[config.mk]
export PLATFORM = sky130hd
export DESIGN_NAME = csr_ctrl
export DESIGN_NICKNAME = d
export VERILOG_FILES = /design/src/rtl/csr_pkg.sv /design/src/rtl/csr_cycle.sv /design/src/rtl/csr_ctrl.sv
export SDC_FILE = /design/constraint.sdc
export NUM_CORES = 1
export LEC_CHECK = 0
export CAP_MARGIN = 20
export CELL_PAD_IN_SITES_DETAIL_PLACEMENT = 1
export CELL_PAD_IN_SITES_GLOBAL_PLACEMENT = 1
export CORE_ASPECT_RATIO = 1.1
export CORE_MARGIN = 2
export CORE_UTILIZATION = 40
export CTS_CLUSTER_SIZE = 25
export DETAILED_ROUTE_END_ITERATION = 8
export GPL_TIMING_DRIVEN = 0
export PLACE_DENSITY_LB_ADDON = 0.1
export SLEW_MARGIN = 25
export SYNTH_ARGS = -nofsm -noshare
export SYNTH_HDL_FRONTEND = slang
export SYNTH_SLANG_ARGS = --single-unit
[constraint.sdc]
create_clock -name clk -period 2.25 [get_ports clk]
set_input_delay 0.45 -clock clk [delete_from_list [all_inputs] [get_ports clk]]
set_output_delay 0.45 -clock clk [all_outputs]
set_load 0.005 [all_outputs]
[src/rtl/csr_pkg.sv]
// Shared CSR definitions: address map, Zicsr funct3 encodings and the
// read-modify-write operator used for the writable CSRs.
package csr_pkg;

  localparam logic [11:0] CSR_CYCLE     = 12'hC00;
  localparam logic [11:0] CSR_CYCLEH    = 12'hC80;
  localparam logic [11:0] CSR_INSTRET   = 12'hC02;
  localparam logic [11:0] CSR_INSTRETH  = 12'hC82;
  localparam logic [11:0] CSR_MCYCLE    = 12'hB00;
  localparam logic [11:0] CSR_MCYCLEH   = 12'hB80;
  localparam logic [11:0] CSR_MINSTRET  = 12'hB02;
  localparam logic [11:0] CSR_MINSTRETH = 12'hB82;
  localparam logic [11:0] CSR_MSCRATCH  = 12'h340;

  typedef enum logic [2:0] {
    CSR_RW  = 3'b001,
    CSR_RS  = 3'b010,
    CSR_RC  = 3'b011,
    CSR_RWI = 3'b101,
    CSR_RSI = 3'b110,
    CSR_RCI = 3'b111
  } csr_op_e;

  // New CSR value from the old value and the operand; unknown ops leave it unchanged.
  function automatic logic [31:0] csr_alu(input csr_op_e op,
                                          input logic [31:0] old,
                                          input logic [31:0] src);
    logic [31:0] res;
    case (op)
      CSR_RW, CSR_RWI: res = src;
      CSR_RS, CSR_RSI: res = old | src;
      CSR_RC, CSR_RCI: res = old & ~src;
      default:         res = old;
    endcase
    return res;
  endfunction

endpackage

[src/rtl/csr_cycle.sv]
// 64-bit free-running cycle counter (mcycle), exported as two 32-bit halves.
module csr_cycle #(
  parameter logic [63:0] CYCLE_RST = 64'h0
) (
  input  logic        clk,
  input  logic        rst_n,
  output logic [31:0] cycle_lo,
  output logic [31:0] cycle_hi
);

  logic [63:0] mcycle_r;

  // Count every clock, stalls and bubbles included; all-ones wraps to zero.
  always_ff @(posedge clk or negedge rst_n) begin
    if (!rst_n) begin
      mcycle_r <= CYCLE_RST;
    end else begin
      mcycle_r <= mcycle_r + 64'd1;
    end
  end

  assign cycle_lo = mcycle_r[31:0];
  assign cycle_hi = mcycle_r[63:32];

endmodule

[src/rtl/csr_ctrl.sv]
// Zicsr control for EX: decodes CSR ops, owns mscratch, reads mcycle and the
// external instret counter, and registers the old CSR value into EX/MEM.
module csr_ctrl
  import csr_pkg::*;
#(
  parameter logic [31:0] MSCRATCH_RST = 32'h0,
  parameter logic [63:0] CYCLE_RST    = 64'h0
) (
  input  logic        clk,
  input  logic        rst_n,
  input  logic        ex_valid,
  input  logic        flush,
  input  logic        mul_stall,
  input  logic        csr_en,
  input  logic [2:0]  csr_funct3,
  input  logic [11:0] csr_addr,
  input  logic [4:0]  csr_rs1_idx,
  input  logic [31:0] csr_rs1_data,
  input  logic [31:0] inst_cnt_data,
  output logic        inst_nop,
  output logic        inst_r_en,
  output logic        inst_r_pos,
  output logic [31:0] csr_rdata,
  output logic        csr_rvalid,
  output logic        csr_illegal
);

  logic [31:0] cycle_lo_s;
  logic [31:0] cycle_hi_s;
  logic [31:0] mscratch_r;
  logic [31:0] old_s;
  logic [31:0] src_s;
  logic        live_s;
  logic        access_s;
  logic        hit_s;
  logic        instret_s;
  logic        scratch_s;
  logic        op_ok_s;
  logic        wr_req_s;
  logic        illegal_s;
  logic        commit_s;

  csr_cycle #(.CYCLE_RST(CYCLE_RST)) u_cycle (
    .clk      (clk),
    .rst_n    (rst_n),
    .cycle_lo (cycle_lo_s),
    .cycle_hi (cycle_hi_s)
  );

  assign live_s   = ex_valid & ~flush;
  assign access_s = csr_en & live_s;
  assign src_s    = csr_funct3[2] ? {27'd0, csr_rs1_idx} : csr_rs1_data;

  // Address decode and read mux; the value seen is the state before this edge.
  always_comb begin
    old_s     = 32'h0;
    hit_s     = 1'b0;
    instret_s = 1'b0;
    scratch_s = 1'b0;
    case (csr_addr)
      CSR_CYCLE, CSR_MCYCLE: begin
        old_s = cycle_lo_s;
        hit_s = 1'b1;
      end
      CSR_CYCLEH, CSR_MCYCLEH: begin
        old_s = cycle_hi_s;
        hit_s = 1'b1;
      end
      CSR_INSTRET, CSR_MINSTRET, CSR_INSTRETH, CSR_MINSTRETH: begin
        old_s     = inst_cnt_data;
        hit_s     = 1'b1;
        instret_s = 1'b1;
      end
      CSR_MSCRATCH: begin
        old_s     = mscratch_r;
        hit_s     = 1'b1;
        scratch_s = 1'b1;
      end
      default: begin
        old_s = 32'h0;
        hit_s = 1'b0;
      end
    endcase
  end

  // funct3 decode: set/clear with a zero source is a pure read.
  always_comb begin
    op_ok_s  = 1'b1;
    wr_req_s = 1'b0;
    case (csr_funct3)
      CSR_RW, CSR_RWI: wr_req_s = 1'b1;
      CSR_RS, CSR_RC, CSR_RSI, CSR_RCI: wr_req_s = (csr_rs1_idx != 5'd0);
      default: op_ok_s = 1'b0;
    endcase
  end

  assign illegal_s  = ~op_ok_s | ~hit_s | (wr_req_s & ~scratch_s);
  assign commit_s   = access_s & ~mul_stall & ~illegal_s;

  assign inst_nop   = live_s;
  assign inst_r_en  = access_s & instret_s;
  assign inst_r_pos = csr_addr[7];

  // mscratch is the only writable CSR; it updates on the committing edge.
  always_ff @(posedge clk or negedge rst_n) begin
    if (!rst_n) begin
      mscratch_r <= MSCRATCH_RST;
    end else if (commit_s & wr_req_s & scratch_s) begin
      mscratch_r <= csr_alu(csr_op_e'(csr_funct3), mscratch_r, src_s);
    end
  end

  // EX/MEM result register: flush clears, stall holds, otherwise capture.
  always_ff @(posedge clk or negedge rst_n) begin
    if (!rst_n) begin
      csr_rdata   <= 32'h0;
      csr_rvalid  <= 1'b0;
      csr_illegal <= 1'b0;
    end else if (flush) begin
      csr_rvalid  <= 1'b0;
      csr_illegal <= 1'b0;
    end else if (!mul_stall) begin
      if (commit_s) begin
        csr_rdata  <= old_s;
        csr_rvalid <= 1'b1;
      end else begin
        csr_rvalid <= 1'b0;
      end
      csr_illegal <= access_s & illegal_s;
    end
  end

endmodule

==> results.md, run 1 <==
- Synth async-reset ratio: 100%
- Clock-pin slew on the worst setup and hold paths: 0.06 ns
- Worst R2R Start: u_cycle.mcycle_r[6]
- Largest net degree at the start of global routing: 84
- Syn_nets: 791
- Number of unique standard cell types used by synthesis: 44
- Clock skew: 0.00900 ns
- Setup TNS: -1.10 ns
- Detailed placement HPWL: 16.9 mm
- Critical path arrival: 2.70 ns
- RSZ-0062 raised after global routing: yes
- Worst slack, placed: -0.975 ns
- Initial antenna violation count: 1
- Min-Delay Path Depth: 3
- Post-DP Area: 8390 sq um
- IO Pins: 127
- Critical path startpoint: csr_addr[5]
- Routed wire length: 24.1 mm
- Finished Cell Area: 9680 sq um
- Slack of the worst reg-to-reg path: 0.09 ns
- Hold Vio Cnt, Final: 0
- Hold Crit Start: mul_stall
- Yosys warning count: 0
- Flops & latches, synth: 130
- Slew Viols, Final: 0
- Detail Route Antenna Nets: 0
- Initial DRC count: 422
- Syn Std Cell Area: 6830 sq um
- Starting density of the core: 40.4%
- Die width: 129 um
- Nets: 958
- Hold Path Class: input pin to flip-flop
- Critical Path Sink Type: flip-flop
- Fin crit period: 2.36 ns
- Worst reg2reg path depth: 6
- Via Count: 6151
- Max-cap violations: 0
- Number of enable flip-flop cells after synthesis: 0
- Die Ht: 141 um
- Ratio of cells with drive above 1 in the final layout: 20.9%
- Area delta synth->final: 41.8%
- First-pass GRT wire length: 37.1 mm
- Peak VDD IR: 0.531 mV
- Sinks on Clock Net: 130
- Period utilization: 105%
- Vias in the first global route: 6715
- GR Util All Layers: 26.9%
- Critical Path RT: 2.59 ns
- Highest routed layer: met4
- CTS buffer count: 17
- CTS Buffer Depth: 2
- Clk_lat worst skew: 0.43 ns
- Sw frac: 23.8%
- Sequential Power Share: 41.1%
- Total die area: 18100 sq um
- Synth Instances: 700
- Power Internal: 4.34 mW
- H-Tree Level Count: 4
- Rows: 50
- Clk network pwr share: 51.2%
- CTS tree: done
- Design Power: 5.69 mW
- Met2 wire len: 12.1 mm
- WL met3: 1.05 mm
- PwrDens: 588 nW/um^2
- Final worst slack: -0.107 ns
- Top FF cell, synth: dfrtp_1
- Status: finished with violations
- Leak: 4.31 nW
- Fillers: 1842
- Hold Slack: 0.342 ns
- Detail-routed via count per cell: 5.65
- CP Class: input pin to flip-flop
- Port Buf Inserts: 125
- Clock root buffer: clkbuf_16
- Gate power share: 7.7%
- Slew Limit Headroom: 38.2%
- Worst slew pin tran: 0.927 ns
- Part of the Yosys area used for sequential elements: 47.6%
- Crit path launch type: input pin
- Core area: 16900 sq um
- Remaining DRCs: 0
- Synthesized area per cell: 9.76 sq um
- Met1 WL: 10.1 mm
- Violations in the final reports: negative setup slack
- Maximum fanout along the worst path: 5
- Drt pass-1 iters: 5
- Max frequency: 0.424 GHz
- Final setup fails: 15
- Sw power: 1.36 mW
- Overflow after GRT: 0
- Routability Congestion: 0.820
- Wirelength per Cell: 22.1 um
[power groups by stage]
stage	clock network (mW)	logic [mW]	registers (mW)
6_report	2.92	0.437	2.34
5_1_grt	3.05	0.471	2.34
4_1_cts	2.94	0.425	2.34
3_5_place_dp	0	0.404	2.38
3_3_place_gp	0	0.390	2.38
2_1_floorplan	0	0.130	2.38
[metal layers]
metal | track usage, % | vias to the layer above
met5 | 0 | -
met2 | 46.7 | 169
met1 | 33.5 | 3108
met4 | 9.84 | 0
li1 | - | 2825
met3 | 4.63 | 49
[sequential cells by signal, summed over array words and instances (netlist names)]
name / cells
csr_illegal: 1
u_cycle.mcycle_r: 64
csr_rdata: 32
csr_rvalid: 1
mscratch_r: 32
[logic make-up (layout without fill, tap and decap cells)]
| logic type | after synthesis | in the layout | share of synthesized area [%] |
|---|---|---|---|
| simple gates | 237 | 237 | 18.6 |
| compound gates | 137 | 137 | 11.0 |
| flops | 130 | 130 | 47.6 |
| mux | 69 | 69 | 10.8 |
| buf+inv | 64 | 244 | 3.85 |
| xor+xnor | 62 | 62 | 7.95 |
| fa+ha+maj | 1 | 1 | 0.183 |
| other cells | 0 | 1 | 0 |
[metrics by stage]
step                      utilization [%]  instances
after CTS                            56.5       1087
final                                57.3       1089
after global routing                 57.3       1088
after detailed placement             49.6       1034
after floorplan                         -        700
after global placement               49.4       1033
[worst paths after layout]
| check | end |
|---|---|
| max | mscratch_r[11] |
| min in group asynchronous | csr_rdata[14] |
| min | csr_illegal |
| max reg2reg | u_cycle.mcycle_r[57] |
| min reg2reg | u_cycle.mcycle_r[63] |
| max in group asynchronous | u_cycle.mcycle_r[2] |
[repair_timing]
item                       4_1_cts  5_1_grt
pin swaps                       31       10
hold buffers                     1        0
resized for setup              113       38
buffers inserted                19        5
hold endpoints to repair        47        0
setup endpoints to repair       96       68
cloned                           3        0
[synth_stat cells, types with 14 or more instances]
master    count  area share [%]
a21oi_1      63             4.6
nand3_1      22             1.6
mux2i_1      32             4.7
nor3_1       14             1.0
mux2_2       37             6.1
nand4_1      20             1.8
inv_1        26             1.4
dfrtp_1     130              48
nor2_1       46             2.5
xor2_1       33             4.2
nand2b_1     27             2.5
xnor2_1      29             3.7
o21ai_0      23             1.7
o22ai_1      48             4.4
clkbuf_1     27             1.5
nand2_1      50             2.7
[layout make-up]
| type | count | area, sq um | area share, % |
|---|---|---|---|
| Multi-Input combinational cell | 506 | 3720 | 38.4 |
| Sequential cell | 130 | 3250 | 33.6 |
| Timing Repair Buffer | 152 | 1490 | 15.4 |
| Clock buffer | 18 | 439 | 4.54 |
| Tap cell | 208 | 260 | 2.69 |
| Buffer | 34 | 236 | 2.44 |
| Clock inverter | 14 | 179 | 1.85 |
| Inverter | 26 | 97.6 | 1.01 |
| Antenna cell | 1 | 2.50 | 0.0258 |
[layout by cell type, fill, tap and decap left out, types with 5 or more instances in the layout]
master	count
buf_2	5
nand2_1	49
clkdlybuf4s50_1	109
and3_1	11
xnor2_1	29
nand4_1	20
o22ai_1	28
clkbuf_16	17
and2_1	6
buf_4	22
o21ai_0	21
xor2_1	33
nand2b_1	27
o22ai_2	15
mux2_2	37
nor3_1	13
clkbuf_1	17
dfrtp_1	130
nor4_1	7
a21oi_2	14
inv_1	26
nor2_1	46
o22ai_4	5
mux2i_1	32
clkbuf_2	5
nand3_1	21
a21oi_1	45
dlygate4sd2_1	5
[worst max-delay path: stages]
cell,delay (ns)
clkbuf_2,0.08
or4_4,0.53
or3_4,0.38
or4_4,0.55
or2_4,0.28
buf_12,0.14
buf_16,0.13
o22ai_4,0.15
(Power assumes the default switching activity.)
==> run 2: changes to the inputs <==
--- a/config.mk
+++ b/config.mk
@@ -14,6 +14,7 @@
 export CTS_CLUSTER_SIZE = 25
 export DETAILED_ROUTE_END_ITERATION = 8
 export GPL_TIMING_DRIVEN = 0
+export HOLD_SLACK_MARGIN = 0.15
 export PLACE_DENSITY_LB_ADDON = 0.1
 export SLEW_MARGIN = 25
 export SYNTH_ARGS = -nofsm -noshare
==> results of run 2 <==
Same layout as run 1: the final DEF is identical, and so are final timing and power.
